===== src/rtl/video_fade.sv =====
// rtl/video_fade.sv - post-blend brightness stage with frame-stepped fade level
// Scales blended RGB by a 4-bit level that steps only on frame edges.
module video_fade #(
    parameter bit         V_SYNC_POLARITY  = 1'b1,
    parameter logic [3:0] FADE_RESET_LEVEL = 4'd15
) (
    input  logic        clk,
    input  logic        reset_i,
    input  logic [11:0] rgb_i,
    input  logic        hsync_i,
    input  logic        vsync_i,
    input  logic        dv_de_i,
    input  logic        fade_start_i,
    input  logic        fade_dir_i,
    input  logic [3:0]  fade_rate_i,
    input  logic        fade_abort_i,
    output logic [11:0] rgb_o,
    output logic        hsync_o,
    output logic        vsync_o,
    output logic        dv_de_o,
    output logic [3:0]  fade_level_o,
    output logic        fade_busy_o,
    output logic        fade_done_o
);

    typedef enum logic {
        S_IDLE,
        S_STEP
    } state_t;

    state_t      r_state;
    logic [3:0]  r_level;
    logic [3:0]  r_cnt;
    logic        r_dir;
    logic [3:0]  r_rate;
    logic        r_done;
    logic        r_vs_prev;
    logic [11:0] r_rgb;
    logic        r_hs;
    logic        r_vs;
    logic        r_de;

    state_t      w_state_nxt;
    logic [3:0]  w_level_nxt;
    logic [3:0]  w_cnt_nxt;
    logic        w_dir_nxt;
    logic [3:0]  w_rate_nxt;
    logic        w_done_nxt;
    logic        w_edge;
    logic [3:0]  w_start_target;
    logic [3:0]  w_cur_target;
    logic [3:0]  w_step_level;
    logic [11:0] w_rgb_scaled;

    function automatic logic [3:0] scale_ch(input logic [3:0] c, input logic [3:0] l);
        logic [7:0] p;
        p = {4'd0, c} * ({4'd0, l} + 8'd1);
        return p[7:4];
    endfunction

    assign w_edge         = (r_vs_prev == !V_SYNC_POLARITY) && (vsync_i == V_SYNC_POLARITY);
    assign w_start_target = fade_dir_i ? 4'd15 : 4'd0;
    assign w_cur_target   = r_dir ? 4'd15 : 4'd0;
    assign w_step_level   = r_dir ? r_level + 4'd1 : r_level - 4'd1;
    assign w_rgb_scaled   = {scale_ch(rgb_i[11:8], r_level),
                             scale_ch(rgb_i[7:4],  r_level),
                             scale_ch(rgb_i[3:0],  r_level)};

    // Abort outranks start, and either one masks a coincident frame edge.
    always_comb begin
        w_state_nxt = r_state;
        w_level_nxt = r_level;
        w_cnt_nxt   = r_cnt;
        w_dir_nxt   = r_dir;
        w_rate_nxt  = r_rate;
        w_done_nxt  = 1'b0;
        case (r_state)
            S_IDLE: begin
                if (fade_start_i && !fade_abort_i) begin
                    w_dir_nxt  = fade_dir_i;
                    w_rate_nxt = fade_rate_i;
                    w_cnt_nxt  = 4'd0;
                    if (r_level == w_start_target) begin
                        w_done_nxt = 1'b1;
                    end else begin
                        w_state_nxt = S_STEP;
                    end
                end
            end
            S_STEP: begin
                if (fade_abort_i) begin
                    w_state_nxt = S_IDLE;
                end else if (fade_start_i) begin
                    w_dir_nxt  = fade_dir_i;
                    w_rate_nxt = fade_rate_i;
                    w_cnt_nxt  = 4'd0;
                    if (r_level == w_start_target) begin
                        w_done_nxt  = 1'b1;
                        w_state_nxt = S_IDLE;
                    end
                end else if (w_edge) begin
                    if (r_cnt == r_rate) begin
                        w_cnt_nxt   = 4'd0;
                        w_level_nxt = w_step_level;
                        if (w_step_level == w_cur_target) begin
                            w_done_nxt  = 1'b1;
                            w_state_nxt = S_IDLE;
                        end
                    end else begin
                        w_cnt_nxt = r_cnt + 4'd1;
                    end
                end
            end
            default: w_state_nxt = S_IDLE;
        endcase
    end

    always_ff @(posedge clk) begin
        if (reset_i) begin
            r_state <= S_IDLE;
            r_level <= FADE_RESET_LEVEL;
            r_cnt   <= 4'd0;
            r_dir   <= 1'b0;
            r_rate  <= 4'd0;
            r_done  <= 1'b0;
        end else begin
            r_state <= w_state_nxt;
            r_level <= w_level_nxt;
            r_cnt   <= w_cnt_nxt;
            r_dir   <= w_dir_nxt;
            r_rate  <= w_rate_nxt;
            r_done  <= w_done_nxt;
        end
    end

    // Previous vsync resets to the active level so a high vsync at release is not a frame edge.
    always_ff @(posedge clk) begin
        if (reset_i) begin
            r_vs_prev <= V_SYNC_POLARITY;
            r_rgb     <= 12'd0;
            r_hs      <= 1'b0;
            r_vs      <= 1'b0;
            r_de      <= 1'b0;
        end else begin
            r_vs_prev <= vsync_i;
            r_rgb     <= dv_de_i ? w_rgb_scaled : 12'd0;
            r_hs      <= hsync_i;
            r_vs      <= vsync_i;
            r_de      <= dv_de_i;
        end
    end

    assign rgb_o        = r_rgb;
    assign hsync_o      = r_hs;
    assign vsync_o      = r_vs;
    assign dv_de_o      = r_de;
    assign fade_level_o = r_level;
    assign fade_busy_o  = (r_state == S_STEP);
    assign fade_done_o  = r_done;

endmodule


===== config.mk =====
export PLATFORM = sky130hd
export DESIGN_NAME = video_fade
export DESIGN_NICKNAME = d
export VERILOG_FILES = /design/src/rtl/video_fade.sv
export SDC_FILE = /design/constraint.sdc
export NUM_CORES = 1
export LEC_CHECK = 0
export BUFFER_PORTS_ARGS = -buffer_cell sky130_fd_sc_hd__buf_2
export CAP_MARGIN = 10
export CORE_ASPECT_RATIO = 0.6
export CORE_MARGIN = 2
export CORE_UTILIZATION = 45
export CTS_BUF_LIST = sky130_fd_sc_hd__clkbuf_8 sky130_fd_sc_hd__clkbuf_16
export CTS_CLUSTER_SIZE = 30
export DETAILED_ROUTE_END_ITERATION = 12
export PLACE_DENSITY = 0.79
export SLEW_MARGIN = 40
export SYNTH_ARGS = -nofsm -noshare
export SYNTH_HDL_FRONTEND = slang
export SYNTH_SLANG_ARGS = --single-unit
export TNS_END_PERCENT = 20

===== constraint.sdc =====
create_clock -name clk -period 3.6 [get_ports clk]
set_input_delay 0.72 -clock clk [delete_from_list [all_inputs] [get_ports clk]]
set_output_delay 0.72 -clock clk [all_outputs]
set_load 0.01 [all_outputs]

==> results.txt, run 1 <==
The worst register-to-register path has a depth of 13. The static power due to leakage is 1.48 nW, and the wire length of the first global-routing pass is 10800 microns. In this run the biggest area consumer among cell types represents 22.8% of the synthesized area.

For this run the aggregate overflow at the end of global routing stands at 0. Clock-pin slew was measured on the worst setup and hold paths at 60 ps. Tracing the worst setup path back leads to its startpoint at fade_level_o[0]$_SDFFE_PP1P_. The die covers 6700 sq um. The core area was 5700 sq um. STA classifies the critical path startpoint as a flip-flop. The antenna cell count is 0. The core utilization of the finished layout was 55.8%; the starting DRC count in detailed routing was 77. Of all nets on the critical path, the largest fanout is 12. TritonCTS built the clock tree.

Total number of H-tree levels: 2. For the final database, setup skew stands at 5.96 ps. The run gives 446 as the final instance count without filler cells.

Across all register-to-register paths, the minimum setup slack is 150 ps. Termination of the worst setup path: rgb_o[3]$_SDFF_PP0_. The number of pins exceeding their max-slew limit in the final report came out at 0. The worst setup path is captured at a flip-flop. In this run, post-CTS hold repair placed 0 buffers. Hold timing on the final database bottoms out at a slack of 512 ps.

Setup repair after global routing left no endpoint under its margin. In this run the tightest slew margin relative to its limit is 55.9%. The tool flagged a number of max-cap violations equal to 0.

Buffers inserted during clock tree synthesis total 5. The detail route stage leaves a number of antenna-violating nets equal to 0. The time the final worst path needs with I/O delays and setup was 3450 ps.

In this run the power density over the cells is 246 nW/um^2. The congestion estimate from routability-driven global placement came to 0.872. The path type of the worst setup path is flip-flop to flip-flop.

Dividing the detail-routed wire length by the instance count gives 14.3 microns. Wires add up to 6380 microns. The die is 64.2 microns tall. The worst-case IR drop observed on VDD is 0.105 mV. 45 I/O pins were placed.

Entering global routing, the biggest net connects 17 pins. The die outline width is 104 microns, and the worst-skew pair later-pin latency is 280 ps. The count of port buffers added during placement is 44, and the half-perimeter wire length of the detailed placement result is 5200 microns. Setup violations remaining at the end of the flow were counted as 0. The initial antenna violation count came out at 0.

For this run, design rule violations remaining after detail routing come to 0. The number of nets handed over by synthesis was 387. After layout, the worst path uses 95.8% of the clock period. The run gives 2354 as the total number of vias. Summing every instance area after synthesis gives 2720 sq um.

The endpoint identified for the worst register-to-register timing path is rgb_o[3]$_SDFF_PP0_. Of all cell types, the one taking the most synthesized area is dfxtp_1. Once placement completed, the tool counted placed cells totaling 438.

For the initial core utilization, the log shows 47.7%. Synthesis handed over a netlist of 316 instances. Each instance of the synthesized netlist takes up on average 8.60 sq um. The number of buffers between clock root and the deepest sink was 2. Counting distinct cell types in the post-synthesis netlist gives 40. In the final layout, the share of cells above drive strength 1 is 19.4%. The tools report the origin of the critical flop-to-flop path as fade_level_o[0]$_SDFFE_PP1P_. The logs give 290 MHz for the maximum achievable frequency and 3820 ps for the endpoint required time on the critical path.

Actual transition at the worst max-transition pin: 653 ps. The path class of the tightest hold or removal check is flip-flop to flip-flop. Relative to the synthesized area, the layout overhead comes to 17.1%.

The overall track demand over capacity in global routing came out at 20.1%. After detailed routing, the number of vias per cell comes to 5.28. In the final design database the tool counted 436 nets. In this run, synthesis produced a sequential element count of 31. Sorting the synthesized cells by area gives the leading types as dfxtp_1 (23%), ha_1 (14%), fa_1 (12%), and2_1 (6.2%), inv_1 (4.4%). The number of rows created at floorplan was 21; the number of endpoints with negative hold slack in the final report was 0.

The first TritonRoute pass finished after 4 iterations. The run finished with clean final reports. The tools report the sequential element share of the synthesized area as 22.8%.

The cell at the root of the clock tree was clkbuf_8. The logs give 2341 for the via count of the first global-routing pass and 0 ps for the sum of negative setup slack. CTS saw 31 sinks. The endpoint arrival time on the critical path was 3670 ps; the number of warnings printed during yosys synthesis was 0.
## synth_stat cells
master / n
a21o_1: 2
or4_1: 1
xnor2_1: 12
o21bai_1: 3
nor2_1: 16
o211ai_1: 4
nand4b_1: 3
or3_1: 1
a21oi_1: 10
clkbuf_2: 1
nand2_1: 28
o2111ai_1: 3
nor2b_1: 10
o41ai_1: 1
o21ai_0: 8
xor2_1: 6
o22a_1: 1
mux2i_1: 7
a2111o_1: 3
ha_1: 31
nor4_2: 1
inv_1: 32
a211oi_1: 6
buf_6: 2
nand4_1: 7
nor3_1: 6
nor3b_1: 1
and2_1: 27
a211o_1: 2
nor4bb_1: 1
dfxtp_1: 31
nor4_1: 1
nand2b_1: 4
fa_1: 16
o21a_1: 2
or2_2: 5
clkbuf_1: 9
and3_1: 2
nand3b_1: 1
nand3_1: 9
## worst min path at each step
stage / start / endpoint / depth (start not counted)
3_5_place_dp: r_rate[1]$_SDFFE_PP0P_ / r_rate[1]$_SDFFE_PP0P_ / 2
3_3_place_gp: r_rate[1]$_SDFFE_PP0P_ / r_rate[1]$_SDFFE_PP0P_ / 2
4_1_cts: r_rate[1]$_SDFFE_PP0P_ / r_rate[1]$_SDFFE_PP0P_ / 2
6_report: r_rate[1]$_SDFFE_PP0P_ / r_rate[1]$_SDFFE_PP0P_ / 2
2_1_floorplan: r_rate[0]$_SDFFE_PP0P_ / r_rate[0]$_SDFFE_PP0P_ / 2
5_1_grt: r_rate[3]$_SDFFE_PP0P_ / r_rate[3]$_SDFFE_PP0P_ / 2
## where the power goes
group / leakage [nW] / switching, mW / internal [mW] / total [mW]
Sequential: 0.254 / 0.00627 / 0.356 / 0.362
Clock: 0.0557 / 0.124 / 0.171 / 0.296
Combinational: 1.17 / 0.0722 / 0.0544 / 0.127
Total: 1.48 / 0.203 / 0.582 / 0.785
## layout make-up
| class | count | area [sq um] |
|---|---|---|
| fill | 540 | 2520 |
| multi-input combinational | 241 | 1950 |
| sequential | 31 | 621 |
| timing repair buffer | 54 | 295 |
| inverter | 32 | 120 |
| tap | 80 | 100 |
| clock buffer | 7 | 96.3 |
| clock inverter | 1 | 3.75 |
## repair_timing
action,4_1_cts,5_1_grt
gates resized for setup,0,4
endpoints found under the setup margin,0,3
buffers inserted,0,0
## state kept, by name (all words and copies together) (netlist names)
signal	cells
r_vs_prev	1
fade_busy_o	1
r_cnt	4
vsync_o	1
hsync_o	1
rgb_o	12
r_rate	4
dv_de_o	1
fade_level_o	4
fade_done_o	1
r_dir	1
## logic make-up after synthesis
family | synth area share (%)
compound gates | 11.5
xor+xnor | 5.80
fa+ha+maj | 26.0
buf+inv | 6.67
flops | 22.8
mux | 2.58
simple gates | 24.6
## cells in the final DEF, fill, tap and decap left out, drive strengths merged, types with 5 or more instances in the layout
cell / count
mux2i: 7
nor2b: 10
a21oi: 10
a211oi: 6
nor2: 16
nor3: 6
nand4: 7
nand2: 28
clkbuf: 7
and2: 27
or2: 5
inv: 33
buf: 54
nand3: 9
o21ai: 8
ha: 31
fa: 16
dfxtp: 31
xnor2: 12
xor2: 6
## layer usage
layer	vias to the layer above	GRT usage, %	part of all wire (%)
met2	78	31.8	42
met5	-	0	0
met4	0	6.76	1.5
li1	1170	-	-
met1	1094	27.4	50
met3	12	4.39	5.7
## per-stage QoR
stage | power (mW) | setup slack [ps] | instance area [sq um]
6_report | 0.785 | 151 | 3180
5_1_grt | 0.827 | 1.84 | 3180
4_1_cts | 0.790 | 103 | 3150
3_5_place_dp | 0.494 | 134 | 3050
3_3_place_gp | 0.490 | 231 | 3050
2_1_floorplan | 0.451 | 93.7 | 2720
## critical path, stage by stage (launching register included)
cell       delay (ps)
dfxtp_1           340
ha_1              230
xor2_1            150
buf_4             180
and2_1            180
fa_1              500
inv_1              50
fa_1              530
inv_1              40
ha_1              340
nand4b_1          170
o2111ai_2         170
a2111o_1          430
o21ai_0            70
Power figures use the tool's default switching activity.
==> run 2, diff against run 1 <==
- ABC_AREA: default -> 1
- PLACE_DENSITY: 0.79 -> 0.78
==> results.txt, run 2 <==
Area of the die: 6930 sq um (was 6700 sq um). The number of rows created at floorplan came out at 22 (was 21). Maximum fanout along the worst path: 9 (was 12).

The final clock skew came out at 5.78 ps (was 5.96 ps). Worst hold-check slack: 474 ps (was 512 ps). For the aggregate routed wire length, the log shows 6420 microns (was 6380 microns). The run gives 320 ps (was 134 ps) as the pre-CTS setup slack.

The number of pins exceeding their max-slew limit in the final report was 0 (unchanged); the number of nets in the final layout was 514 (was 436). Number of buffers between clock root and the deepest sink: 2 (unchanged). The actual transition at the worst max-transition pin was 443 ps (was 653 ps). The most numerous cell type found on the critical path is nand2_1. The run gives 0 (unchanged) as the number of warnings printed during yosys synthesis.

The initial antenna violation count is 0 (unchanged). The worst max-slew margin expressed relative to the limit was 70.4% (was 55.9%). The gate family responsible for the most delay along the worst path was adder cells (unchanged). The clock input transition at the sequential cells of the worst setup and hold paths was 70 ps (was 60 ps). The number of enable-type register cells in the synthesized netlist works out to 0 (unchanged). The logs give 0 (unchanged) for the number of endpoints with negative hold slack in the final report and 11000 microns (was 10800 microns) for the wire length of the first global-routing pass. The share of Yosys cell area claimed by the top area cell type was 22.0% (was 22.8%); the area of the mapped netlist was 2820 sq um (was 2720 sq um). The slowest stage cell on the critical path is dfxtp_1 (was fa_1). The basic-gate share of the synthesized area counting and, or, nand and nor cells works out to 28.4% (was 24.6%). The path category of the worst min-delay check is flip-flop to flip-flop (unchanged).

The post-synthesis share of cell area spent on full adders, half adders and majority gates is 25.2% (was 26.0%), and the length of the first detailed-routing pass in iterations is 6 (was 4). The path type of the worst setup path is flip-flop to flip-flop (unchanged). For the number of routed nets with antenna violations, the log shows 0 (unchanged).

The xor and xnor fraction of the mapped netlist area was 3.42% (was 5.80%). The combinational family with the most area after synthesis is simple AND/OR/NAND/NOR gates (was adder cells). The post-detailed-route wirelength per cell came out at 12.2 microns (was 14.3 microns). The total buffers and inverters traversed by the critical path came out at 2 (was 3). The final routed DRC violation total came out at 0 (unchanged). The most frequent standard cell in the layout excluding fill and tap cells was nand2_1 (was buf_2). The leading register cell type out of synthesis is dfxtp_1 (unchanged). The number of max-capacitance violations reported is 0 (unchanged). Cells taking the most area after synthesis: dfxtp_1 (22%), ha_1 (14%), nand2_1 (12%), fa_1 (11%), inv_1 (9.1%) (was dfxtp_1 (23%), ha_1 (14%), fa_1 (12%), and2_1 (6.2%), inv_1 (4.4%)). The tools report the post-route cell area as 3240 sq um (was 3180 sq um). The count of port buffers added during placement came out at 44 (unchanged).

The starting DRC count in detailed routing is 147 (was 77). Post-CTS setup repair buffer count: 0 (unchanged). The share of final-layout standard cells stronger than drive strength 1 was 17.8% (was 19.4%).

The cell count after placement was 520 (was 438). The tools report the reg-to-reg setup timing slack as 230 ps (was 150 ps). TritonCTS built the clock tree. Cell breakdown of the critical path: nand4_1, nand2_1, nor2_1, fa_1, inv_1, fa_1, inv_1, ha_1, a21oi_1, o21ai_2, nand2_1, nand3_1, nand2_1, nor2_1 (was ha_1, xor2_1, buf_4, and2_1, fa_1, inv_1, fa_1, inv_1, ha_1, nand4b_1, o2111ai_2, a2111o_1, o21ai_0).

The fraction of synthesis flops using an asynchronous set or reset pin came out at 0% (unchanged). The via density per instance came out at 4.89 (was 5.28). The sequential element share of the synthesized area came out at 22.0% (was 22.8%).

The flip-flop and latch count after synthesis works out to 31 (unchanged). Commonest cells after routing, fill and taps aside: nand2_1 (88), inv_1 (68), nor2_1 (53) (was buf_2 (44), inv_1 (33), dfxtp_1 (31)). The average instance area after synthesis is 7.15 sq um (was 8.60 sq um), and the unique cell type count in the Yosys netlist is 28 (was 40). The tools report the endpoint arrival time on the critical path as 3570 ps (was 3670 ps). Initial core utilization: 46.3% (was 47.7%). The time the final worst path needs with I/O delays and setup came out at 3370 ps (was 3450 ps). The kind of end point of the critical path is a flip-flop (unchanged).

Core area: 6080 sq um (was 5700 sq um). The startpoint type of the worst setup path was a flip-flop (unchanged). The logs give 528 (was 446) for the final instance count without filler cells and 0 (unchanged) for the overall overflow remaining after global route. The run gives 5 (unchanged) as the number of buffers inserted during clock tree synthesis. The tools report the half-perimeter wire length of the detailed placement result as 5040 microns (was 5200 microns).

The tools report the maximum achievable frequency as 297 MHz (was 290 MHz). The run gives 465 (was 387) as the synthesized netlist net count. The tools report the sum of negative setup slack as 0 ps (unchanged).

Antenna cell count: 0 (unchanged). Setup repair after global routing left no endpoint under its margin. The post-synthesis compound-gate area fraction came out at 10.0% (was 11.5%).

The run gives 20.2% (was 20.1%) as the overall track demand over capacity in global routing. The flow ran to the end, and the final reports show no timing, DRC or antenna violations. The layout overhead on the synthesized area was 15.2% (was 17.1%); the maximum number of pins on one net before global-route repair was 16 (was 17). The total I/O pin count is 45 (unchanged), and the placer congestion estimate is 0.872 (about the same). The areal power density over the cells works out to 266 nW/um^2 (was 246 nW/um^2). The largest area contributor in the netlist was dfxtp_1 (unchanged).

Synth top cells by count: nand2_1 (88), inv_1 (68), nor2_1 (53) (was inv_1 (32), dfxtp_1 (31), ha_1 (31)). For the area of placed instances, the log shows 3130 sq um (was 3050 sq um). Cell at the root of the clock tree: clkbuf_8 (unchanged). The die outline width is 106 microns (was 104 microns), and the final period utilization is 93.6% (was 95.8%). The logs give 31 (unchanged) for the total clock sinks and 3800 ps (was 3820 ps) for the endpoint required time on the critical path.

The post-cts gate resize count is 0 (unchanged), and the total number of vias is 2580 (was 2354). The count of hold-fix buffers inserted at cts is 0 (unchanged), and the maximum resistive drop on vdd is 0.137 mV (was 0.105 mV). The worst-skew pair later-pin latency is 290 ps (was 280 ps), and the flip-flop count of the largest register, all copies and words added is 12 (unchanged). For the post-synthesis instance total, the log shows 394 (was 316). Cell with the most instances after synthesis: nand2_1 (was inv_1). The height of the die works out to 65.3 microns (was 64.2 microns).

The final count of negative-setup-slack endpoints is 0 (unchanged). The tools report the total number of H-tree levels as 2 (unchanged). The minimum setup slack in the final design is 229 ps (was 151 ps), and the multiplexer area fraction after synthesis is 0% (was 2.58%). For the static power due to leakage, the log shows 1.78 nW (was 1.48 nW). Stage delay of the slowest cell on the critical path: 600 ps (was 530 ps). The via count of the first global-routing pass was 2391 (was 2341).
run 2: cell types whose count changed after synthesis, sizes merged, moves of 6 or more:
cell    previous run  this run
nand3              9        24
nor2b             10         0
a211oi             6         0
inv               32        73
nor2              16        57
and2              27         0
xnor2             12         4
nand2             28        91
a21oi             10        27
mux2i              7         0
clkbuf            10         1
run 2: final cells by class:
class                           count  area (sq um)
Clock inverter                      2          35.0
Inverter                           73           274
Multi-Input combinational cell    285          1880
Clock buffer                        6          82.6
Fill cell                         585          2840
Sequential cell                    31           621
Tap cell                           84           105
Timing Repair Buffer               47           243
run 2: cells by family after synthesis:
group | count (synthesis)
flip-flops | 31
XOR/XNOR | 11
AND/OR/NAND/NOR | 179
AO/OA/AOI/OAI | 48
adder cells (fa/ha/maj) | 47
buffers and inverters | 78
run 2: worst paths after layout:
check                                         endpoint                    startpoint  cells past startpoint
worst min-delay path            r_rate[3]$_SDFFE_PP0P_        r_rate[3]$_SDFFE_PP0P_                      2
worst max register to register     rgb_o[2]$_SDFF_PP0_  fade_level_o[2]$_SDFFE_PP1P_                     14
worst max-delay path               rgb_o[2]$_SDFF_PP0_  fade_level_o[2]$_SDFFE_PP1P_                     14
worst min register to register  r_rate[3]$_SDFFE_PP0P_        r_rate[3]$_SDFFE_PP0P_                      2
run 2: power by group:
part,internal [mW],total (mW),switching [mW]
clock network,0.224,0.372,0.148
registers,0.356,0.363,0.00631
logic,0.0485,0.129,0.0809
run 2: worst register-to-register path, stage by stage (launching register included):
cell	delay, ps
dfxtp_1	600
nand4_1	140
nand2_1	310
nor2_1	100
fa_1	490
inv_1	60
fa_1	550
inv_1	50
ha_1	330
a21oi_1	260
o21ai_2	110
nand2_1	80
nand3_1	90
nand2_1	70
nor2_1	40
run 2: per-stage QoR:
stage | utilization [%] | total power [mW]
CTS | 53.3 | 0.870
finish | 53.3 | 0.864
detailed placement | 51.4 | 0.497
floorplan | - | 0.453
global placement | 51.4 | 0.495
global route | 53.3 | 0.902
run 2: per-layer routing:
layer	up-vias	global-route usage, %	routed length [microns]	part of all wire (%)
met2	88	30.9	2690	42
met3	8	3.97	457	7.1
met1	1148	28.6	3180	50
met4	0	6.41	87	1.4
met5	-	0	0	0
li1	1336	-	-	-
==> run 3, diff against run 2 <==
- BUFFER_PORTS_ARGS: -buffer_cell sky130_fd_sc_hd__buf_2 -> -buffer_cell sky130_fd_sc_hd__clkbuf_2
- CAP_MARGIN: 10 -> default
==> results.txt, run 3 (synthesis gave the netlist of run 2 again) <==
Actual transition at the worst max-transition pin: 419 ps (was 443 ps). The post-CTS setup repair buffer count is 0 (unchanged), and the power dissipated by switching net loads is 0.234 mW (was 0.235 mW). The depth of the worst register-to-register path was 15 (was 14).

The path category of the worst min-delay check is flip-flop to flip-flop (unchanged). The share of final-layout standard cells stronger than drive strength 1 was 18.0% (was 17.8%); the number of filler cells placed in the layout was 568 (was 585). The number of rows created at floorplan is 22 (unchanged), and the final period utilization is 91.8% (was 93.6%).

The startpoint type of the worst setup path is a flip-flop (unchanged). The total area of sequential cells is 622 sq um (was 621 sq um), and the areal power density over the cells is 266 nW/um^2 (about the same). Worst hold-check slack: 476 ps (was 474 ps).

Cell breakdown of the critical path: buf_4, nand4_1, nand2_1, nor2_1, fa_1, inv_1, fa_1, inv_1, ha_1, a21oi_1, nand2_1, a21o_1, nand2_1, nand2_1, nor2_1 (was nand4_1, nand2_1, nor2_1, fa_1, inv_1, fa_1, inv_1, ha_1, a21oi_1, o21ai_2, nand2_1, nand3_1, nand2_1, nor2_1). The cell internal power dissipation is 0.629 mW (about the same), and the flip-flop count of the largest register, all copies and words added is 12 (unchanged). The count of port buffers added during placement is 44 (unchanged). The number of pins exceeding their max-slew limit in the final report was 0 (unchanged).

The worst max-slew margin expressed relative to the limit is 72.0% (was 70.4%). The stage delay of the slowest cell on the critical path came out at 530 ps (was 600 ps). The overall overflow remaining after global route is 0 (unchanged), and the total number of vias is 2575 (was 2580). The endpoint arrival time on the critical path is 3530 ps (was 3570 ps). The worst-skew pair later-pin latency was 290 ps (about the same). The portion of total power attributed to sequential cells was 42.1% (was 42.0%). The number of max-capacitance violations reported is 0 (unchanged), and the total buffers and inverters traversed by the critical path is 3 (was 2). The endpoint required time on the critical path was 3830 ps (was 3800 ps); the aggregate routed wire length was 6380 microns (was 6420 microns).

The via density per instance came out at 4.88 (was 4.89). The maximum number of pins on one net before global-route repair is 16 (unchanged). The hold path depth works out to 2 (unchanged).

For the static power due to leakage, the log shows 1.78 nW (about the same). The number of buffers inserted during clock tree synthesis was 5 (unchanged). Switching portion of total power: 27.1% (was 27.2%).

The number of buffers between clock root and the deepest sink was 2 (unchanged); the layout overhead on the synthesized area was 15.3% (was 15.2%). The clock input transition at the sequential cells of the worst setup and hold paths is 80 ps (was 70 ps). The area of combinational cells with multiple inputs was 1880 sq um (unchanged). The core area was 6080 sq um (unchanged). The gate family responsible for the most delay along the worst path was adder cells (unchanged). The depth of the critical timing path with buffers and inverters included is 15 (was 14), and the number of nets in the final layout is 514 (unchanged).

The wire length of the first global-routing pass was 10700 microns (was 11000 microns). The tools report the sum of negative setup slack as 0 ps (unchanged). The number of routed nets with antenna violations is 0 (unchanged). The run gives 129 (was 147) as the starting DRC count in detailed routing. The logs give 0 (unchanged) for the count of hold-fix buffers inserted at cts and 19.7% (was 20.2%) for the overall track demand over capacity in global routing. The maximum achievable frequency was 303 MHz (was 297 MHz); the number of endpoints with negative hold slack in the final report was 0 (unchanged).

The maximum fanout along the worst path was 15 (was 9); the height of the die was 65.3 microns (unchanged). The logs give 6930 sq um (unchanged) for the area of the die and 31 (unchanged) for the total clock sinks. The final count of negative-setup-slack endpoints is 0 (unchanged), and the final routed DRC violation total is 0 (unchanged).

The run gives 45 (unchanged) as the total I/O pin count. The tools report the half-perimeter wire length of the detailed placement result as 5280 microns (was 5040 microns). The kind of end point of the critical path was a flip-flop (unchanged). TritonCTS built the clock tree. The initial core utilization was 46.3% (unchanged). Dominant cell type by count on the critical path: nand2_1 (unchanged).

The post-cts gate resize count came out at 0 (unchanged). Most frequent standard cell in the layout excluding fill and tap cells: nand2_1 (unchanged). The run gives 0 (unchanged) as the initial antenna violation count. The fraction of power consumed by combinational cells was 14.9% (was 15.0%). Path type of the worst setup path: flip-flop to flip-flop (unchanged). Slowest stage cell on the critical path: fa_1 (was dfxtp_1).

Post-detailed-route wirelength per cell: 12.1 microns (was 12.2 microns). Setup repair after global routing left no endpoint under its margin. The run finished with clean final reports.

Time the final worst path needs with I/O delays and setup: 3300 ps (was 3370 ps). The part of the total power dissipated in the clock network was 42.9% (was 43.0%). The maximum resistive drop on vdd is 0.156 mV (was 0.137 mV), and the length of the first detailed-routing pass in iterations is 4 (was 6). The cell at the root of the clock tree was clkbuf_8 (unchanged). The die outline width came out at 106 microns (unchanged). Final clock skew: 8.83 ps (was 5.78 ps).

Placer congestion estimate: 0.847 (was 0.872). Commonest cells after routing, fill and taps aside: nand2_1 (88), inv_1 (68), nor2_1 (53) (unchanged). The antenna cell count was 0 (unchanged); the total number of H-tree levels was 2 (unchanged). The via count of the first global-routing pass came out at 2427 (was 2391).
## run 3: cell types whose count changed in the layout (fill, tap and decap cells not counted)
cell / change
buf_2: -44
dfxtp_1: -1
clkbuf_2: +44
dfxtp_2: +1
## run 3: worst paths after layout
path | to | start | slack [ps]
setup / recovery | rgb_o[6]$_SDFF_PP0_ | fade_level_o[0]$_SDFFE_PP1P_ | 300
hold / removal | r_rate[0]$_SDFFE_PP0P_ | r_rate[0]$_SDFFE_PP0P_ | 480
setup reg to reg | rgb_o[6]$_SDFF_PP0_ | fade_level_o[0]$_SDFFE_PP1P_ | 300
hold reg to reg | r_rate[0]$_SDFFE_PP0P_ | r_rate[0]$_SDFFE_PP0P_ | 480
## run 3: area by class of cell
cell class | instances | area share [%]
clock inverter | 2 | 1.08
multi-input combinational | 285 | 58.1
tap | 84 | 3.24
timing repair buffer | 47 | 7.48
clock buffer | 6 | 2.54
inverter | 73 | 8.44
sequential | 31 | 19.2
## run 3: stage by stage
stage          utilization [%]  cells  worst slack (ps)  cell area (sq um)  total power, mW
6_report                  53.4    528               297               3250            0.862
5_1_grt                   53.4    528              30.1               3250            0.902
4_1_cts                   53.3    528               274               3240            0.867
3_5_place_dp              51.4    520               303               3130            0.499
3_3_place_gp              51.4    520               401               3130            0.495
2_1_floorplan                -    394               309               2820            0.453
## run 3: layer usage
layer	routed length (microns)	global-route usage [%]	vias up	share of wire, %
li1	-	-	1333	-
met1	3210	27.1	1160	50
met2	2730	32.1	75	43
met3	390	4.07	7	6.1
met4	54	4.11	0	0.85
met5	0	0	-	0
## run 3: power groups by stage
stage	clock (mW)	combinational, mW	sequential [mW]
after floorplan	0	0.0784	0.374
after CTS	0.375	0.129	0.363
after global placement	0	0.124	0.371
after global routing	0.392	0.145	0.365
final	0.370	0.129	0.363
after detailed placement	0	0.127	0.371
## run 3: worst reg2reg max path: stages (launching register included)
cell,delay (ps)
dfxtp_1,330
buf_4,240
nand4_1,120
nand2_1,300
nor2_1,100
fa_1,490
inv_1,50
fa_1,530
inv_1,40
ha_1,330
a21oi_1,220
nand2_1,120
a21o_1,180
nand2_1,50
nand2_1,40
nor2_1,80
